**src/rtl/ifetch_buf.sv**
```systemverilog
// ifetch_buf: fetch stage owning the PC, one outstanding imem request,
// a prefetch FIFO and the IF/ID register with stall and redirect/flush.
// Ports: clk, rst (async, active-high); redirect, redirect_pc from EX/MEM;
//   id_stall from hazard logic; imem_req/imem_addr/imem_ack/imem_rdata
//   memory handshake; if_id_valid/if_id_instr/if_id_npc IF/ID register;
//   fifo_count prefetch occupancy.
// Optional: define IFETCH_PERF_EN to add perf_fetched, perf_dropped and
//   perf_stall saturating 32-bit event counters.
module ifetch_buf #(
    parameter int                DATA_W  = 32,
    parameter int                ADDR_W  = 32,
    parameter int                DEPTH   = 4,
    parameter int                PC_INCR = 1,
    parameter logic [ADDR_W-1:0] RESET_PC = '0
) (
    input  logic                    clk,
    input  logic                    rst,
    input  logic                    redirect,
    input  logic [ADDR_W-1:0]       redirect_pc,
    input  logic                    id_stall,
    output logic                    imem_req,
    output logic [ADDR_W-1:0]       imem_addr,
    input  logic                    imem_ack,
    input  logic [DATA_W-1:0]       imem_rdata,
    output logic                    if_id_valid,
    output logic [DATA_W-1:0]       if_id_instr,
    output logic [ADDR_W-1:0]       if_id_npc,
    output logic [$clog2(DEPTH):0]  fifo_count
`ifdef IFETCH_PERF_EN
    ,
    output logic [31:0]             perf_fetched,
    output logic [31:0]             perf_dropped,
    output logic [31:0]             perf_stall
`endif
);

    localparam int PW = $clog2(DEPTH);
    localparam int CW = PW + 1;

    typedef enum logic [1:0] {
        S_IDLE,
        S_WAIT,
        S_DROP
    } state_t;

    state_t            state_q;
    logic              req_q;
    logic [ADDR_W-1:0] addr_q;
    logic [ADDR_W-1:0] pc_q;

    logic [DATA_W-1:0] instr_mem [DEPTH];
    logic [ADDR_W-1:0] npc_mem   [DEPTH];
    logic [PW-1:0]     wr_q;
    logic [PW-1:0]     rd_q;
    logic [CW-1:0]     count_q;
    logic [CW-1:0]     count_d;

    logic              valid_q;
    logic [DATA_W-1:0] instr_q;
    logic [ADDR_W-1:0] npc_q;

    logic              push;
    logic              pop;
    logic              issue_ok;
    logic [ADDR_W-1:0] nxt_addr;

    assign nxt_addr = addr_q + ADDR_W'(PC_INCR);
    assign push     = (state_q == S_WAIT) && imem_ack && !redirect;
    assign pop      = !id_stall && !redirect && (count_q != '0);
    assign count_d  = count_q + CW'(push) - CW'(pop);
    // Occupancy after this edge must leave room for the data of a
    // request issued now, since acks cannot be back-pressured.
    assign issue_ok = count_d < CW'(DEPTH);

    always_ff @(posedge clk or posedge rst) begin
        if (rst) begin
            state_q <= S_IDLE;
            req_q   <= 1'b0;
            addr_q  <= RESET_PC;
            pc_q    <= RESET_PC;
        end else begin
            unique case (state_q)
                S_IDLE: begin
                    if (redirect) begin
                        pc_q <= redirect_pc;
                    end else if (issue_ok) begin
                        req_q   <= 1'b1;
                        addr_q  <= pc_q;
                        state_q <= S_WAIT;
                    end
                end
                S_WAIT: begin
                    if (redirect) begin
                        pc_q <= redirect_pc;
                        if (imem_ack) begin
                            req_q   <= 1'b0;
                            state_q <= S_IDLE;
                        end else begin
                            state_q <= S_DROP;
                        end
                    end else if (imem_ack) begin
                        pc_q <= nxt_addr;
                        if (issue_ok) begin
                            addr_q <= nxt_addr;
                        end else begin
                            req_q   <= 1'b0;
                            state_q <= S_IDLE;
                        end
                    end
                end
                S_DROP: begin
                    if (redirect) begin
                        pc_q <= redirect_pc;
                    end
                    if (imem_ack) begin
                        req_q   <= 1'b0;
                        state_q <= S_IDLE;
                    end
                end
                default: begin
                    req_q   <= 1'b0;
                    state_q <= S_IDLE;
                end
            endcase
        end
    end

    always_ff @(posedge clk) begin
        if (push) begin
            instr_mem[wr_q] <= imem_rdata;
            npc_mem[wr_q]   <= nxt_addr;
        end
    end

    always_ff @(posedge clk or posedge rst) begin
        if (rst) begin
            wr_q    <= '0;
            rd_q    <= '0;
            count_q <= '0;
        end else if (redirect) begin
            wr_q    <= '0;
            rd_q    <= '0;
            count_q <= '0;
        end else begin
            if (push) begin
                wr_q <= wr_q + PW'(1);
            end
            if (pop) begin
                rd_q <= rd_q + PW'(1);
            end
            count_q <= count_d;
        end
    end

    // No bypass: a freshly pushed entry reaches IF/ID one edge later.
    always_ff @(posedge clk or posedge rst) begin
        if (rst) begin
            valid_q <= 1'b0;
            instr_q <= '0;
            npc_q   <= '0;
        end else if (redirect) begin
            valid_q <= 1'b0;
        end else if (!id_stall) begin
            valid_q <= pop;
            if (pop) begin
                instr_q <= instr_mem[rd_q];
                npc_q   <= npc_mem[rd_q];
            end
        end
    end

    assign imem_req    = req_q;
    assign imem_addr   = addr_q;
    assign if_id_valid = valid_q;
    assign if_id_instr = instr_q;
    assign if_id_npc   = npc_q;
    assign fifo_count  = count_q;

`ifdef IFETCH_PERF_EN
    logic          drop_ack;
    logic [CW-1:0] flushed;
    logic [31:0]   fetched_q;
    logic [31:0]   dropped_q;
    logic [31:0]   stall_q;

    assign drop_ack = imem_ack &&
                      (((state_q == S_WAIT) && redirect) ||
                       (state_q == S_DROP));
    assign flushed  = redirect ? count_q : '0;

    function automatic logic [31:0] sat_add(
        input logic [31:0] a,
        input logic [31:0] b
    );
        logic [32:0] s;
        s = {1'b0, a} + {1'b0, b};
        return s[32] ? 32'hFFFF_FFFF : s[31:0];
    endfunction

    always_ff @(posedge clk or posedge rst) begin
        if (rst) begin
            fetched_q <= '0;
            dropped_q <= '0;
            stall_q   <= '0;
        end else begin
            fetched_q <= sat_add(fetched_q, 32'(push));
            dropped_q <= sat_add(dropped_q,
                                 32'(drop_ack) + 32'(flushed));
            stall_q   <= sat_add(stall_q,
                                 32'(id_stall && (count_q != '0)));
        end
    end

    assign perf_fetched = fetched_q;
    assign perf_dropped = dropped_q;
    assign perf_stall   = stall_q;
`endif

endmodule

```
**config.mk**
```make
export PLATFORM = sky130hd
export DESIGN_NAME = ifetch_buf
export DESIGN_NICKNAME = d
export VERILOG_FILES = /design/src/rtl/ifetch_buf.sv
export SDC_FILE = /design/constraint.sdc
export NUM_CORES = 1
export LEC_CHECK = 0
export CAP_MARGIN = 15
export CORE_UTILIZATION = 57
export DETAILED_ROUTE_END_ITERATION = 10
export PLACE_DENSITY = 0.77
export SLEW_MARGIN = 20
export SYNTH_ARGS = -nofsm -noshare
export SYNTH_HDL_FRONTEND = slang
export SYNTH_SLANG_ARGS = --single-unit
```
**constraint.sdc**
```tcl
create_clock -name clk -period 5.88 [get_ports clk]
set_clock_uncertainty 0.15 [all_clocks]
set_input_delay 1.47 -clock clk [delete_from_list [all_inputs] [get_ports clk]]
set_output_delay 1.47 -clock clk [all_outputs]
set_load 0.1 [all_outputs]
```
==> run summary <==
==================================================================================
Global route overflow                                                            0
Max IR drop VDD                                                         0.000416 V
Number of nets at the end of the flow                                         1364
GP Congestion                                                                0.874
First drt pass iteration count                                                   7
Worst slew margin                                                            27.9%
Origin of the worst min-delay path                                    if_id_instr[10]
Total GRT Usage                                                              26.2%
Number of failing setup endpoints in the final timing report                     0
Setup CP Type                                                         input port to register
Sink Count                                                                     395
Buffer and inverter count on the worst path                                      3
Post-CTS Setup Bufs                                                              0
Site row count                                                                  61
Total number of H-tree levels                                                    2
Number of DRC markers after the initial detailed-route iteration              1008
# fillers                                                                     1863
Number of nets still failing antenna checks after routing                        0
CTS tree                                                                      done
Clock transition at the registers of the reported paths                    0.06 ns
Synthesized instance count                                                    1137
Signed area change from the synthesized netlist to the final layout          20.4%
Ant diodes                                                                       0
Type of destination of the critical path                                  register
Fraction of the cycle the final worst path needs                             84.5%
Startpoint of the worst setup timing path                                 id_stall
Cells along the critical path                                         clkdlybuf4s50_1 > or3_2 > a21oi_1 > o21bai_1 > ha_1 > inv_1 > fa_1 > xor3_1 > or4b_2 > buf_4 > nor4_1 > a311o_1
Dominant synthesized flop cell                                            edfxtp_1
Worst-case clock buffer depth                                                    3
Placed cell area                                                       18200 sq um
Cell Count, Final, Fillers Out                                                1696
Yosys synthesis warning count                                                    0
Kind of cell adding the most delay to the critical path               simple AND/OR/NAND/NOR gates
Root buffer cell                                                         clkbuf_16
Cell type of the slowest stage on the worst timing path                     or4b_2
F_max                                                                    0.201 GHz
Wire length of the first global-routing pass                               57.3 mm
Type of the most critical hold path                                   register to register
Flops & latches, synth                                                         395
Fin crit period                                                            4.97 ns
Largest area contributor in the netlist                                   edfxtp_1
Number of global-route vias before repair                                    10267
Post_cts resized                                                                 0
Number of library cell types mapped by synthesis                                57
Share of synthesized area occupied by flip-flops and latches                 69.0%
Actual transition at the worst max-transition pin                          1.08 ns
Vias after detailed routing                                                  10148
Overall die area                                                       29100 sq um
Die width                                                              171 microns
DRT Wirelength                                                             36.5 mm
Non-Filler Cell Area, Final                                            19500 sq um
EDFF count, synth                                                              256
Clk_lat worst skew                                                         0.53 ns
Area of the core                                                       27900 sq um
Reported max-cap violation count                                                 0
Async set or reset register ratio after synthesis                            35.2%
Syn Area/Cell                                                           14.2 sq um
Initial antenna violation count                                                  0
Crit Reg-Reg Startpoint                                               fifo_count[1]
Most common cell after layout, fill and taps aside                        edfxtp_1
Clock buffers created by TritonCTS                                              39
Initial Util                                                                 58.1%
Arrival time at the worst endpoint                                         5.28 ns
Power density of the placed cells                                      588 nW/um^2
Maximum number of pins on one net before global-route repair                    67
Top-level port count                                                           170
Mapped Nets                                                                   1213
Wire length per cell                                                  21.5 microns
Synth area leaders                                                    edfxtp_1, dfrtp_1, mux4_2
Setup total negative slack                                                    0 ns
Vertical die dimension                                                 171 microns
Result of the run                                                        completed
Crit path largest cell delay                                               0.93 ns
Critical-path maximum fanout                                                    21
Setup repair after global routing missed its margin                          false
Top cell type's share of synthesized area                                    47.5%
Number of placed instances with taps included                                 1625
Number of endpoints with negative hold slack in the final report                 0
CTS hold repair buffers                                                          0
Leakage Power                                                              7.16 nW
Hold_ws                                                                   0.321 ns
Count of buffers from port buffering                                           169
Synthesized cell area                                                  16200 sq um
Kind of launch point of the worst setup path                            input port
Detailed-route vias per instance                                              5.98
Layout cell share with drive strength beyond 1                               12.0%
CP required                                                                6.19 ns
Commonest cells after routing, fill and taps aside                    edfxtp_1, nand2_1, clkdlybuf4s50_1
Pins over their slew limit                                                       0
Remaining design rule violation count                                            0
HPWL after detailed placement                                              21.6 mm
==================================================================================
## logic make-up after synthesis
kind of cell	count (synthesis)	share of synthesized area (%)
XOR/XNOR	31	1.77
AO/OA/AOI/OAI	142	5.71
AND/OR/NAND/NOR	404	11.5
multiplexers	71	9.34
flip-flops	395	69.0
adder cells (fa/ha/maj)	7	0.588
buffers and inverters	87	2.13
## tightest hold or removal path, stage by stage, from the launching register on
cell	delay, ns
dfrtp_1	0.34
nand2_1	0.05
nand2_1	0.05
## worst paths after layout
path | slack (ns) | end | cells past startpoint
min in group asynchronous | 1.28 | if_id_valid | 2
max in group asynchronous | 3.30 | pc_q[3] | 3
min | 0.32 | if_id_instr[10] | 2
max reg2reg | 1.82 | imem_addr[30] | 12
max | 0.91 | imem_addr[30] | 12
min reg2reg | 0.32 | if_id_instr[10] | 2
## Yosys cell counts (7+ instances only)
cell type,instances
nor3_1,13
mux2i_1,7
buf_1,8
nand2_1,254
nor2_1,40
xnor2_1,17
clkbuf_1,55
o22ai_1,10
xor2_1,13
a2bb2oi_1,9
a21oi_1,30
edfxtp_1,256
a32oi_1,14
nand4_1,16
o21ai_0,39
dfrtp_1,139
mux4_2,64
buf_2,9
and3_1,12
or4_1,8
nand3_1,27
inv_1,14
## final cells by class
class	instances	area, sq um	share of cell area (%)
clock buffers	56	1120	5.76
clock inverters	15	124	0.636
inverters	14	57.6	0.295
multi-input cells	655	4720	24.2
flip-flops and latches	395	11200	57.4
well taps	378	473	2.43
repair buffers	183	1810	9.29
## registers in the layout, indices dropped and copies added (netlist names)
name and count:
instr_mem 128, npc_mem 128, if_id_instr 32, if_id_npc 32, imem_addr 32, pc_q 32, fifo_count 3, rd_q 2
state_q 2, wr_q 2, if_id_valid 1, imem_req 1
## metal layers
| metal | up-vias | global-route usage (%) | wire [microns] |
|---|---|---|---|
| li1 | 4522 | - | - |
| met1 | 5104 | 34.8 | 14400 |
| met2 | 456 | 44.5 | 18500 |
| met3 | 66 | 4.46 | 2660 |
| met4 | 0 | 8.30 | 1000 |
| met5 | - | 0 | 0 |
## stage by stage
| step | power (mW) | setup WS, ns | util [%] |
|---|---|---|---|
| floorplan | 7.82 | 0.535 | - |
| global placement | 8.97 | 0.531 | 65.5 |
| detailed placement | 9.06 | 0.422 | 65.5 |
| CTS | 11.5 | 0.948 | 69.9 |
| global route | 11.9 | 0.664 | 69.9 |
| finish | 11.5 | 0.910 | 69.9 |
## power by group
part           total [mW]  internal, mW  switching, mW
Sequential           4.15          3.63          0.526
Combinational        4.88          1.32           3.56
Clock                2.42          1.42           1.01
Total                11.5          6.36           5.10
(Power assumes the default switching activity.)
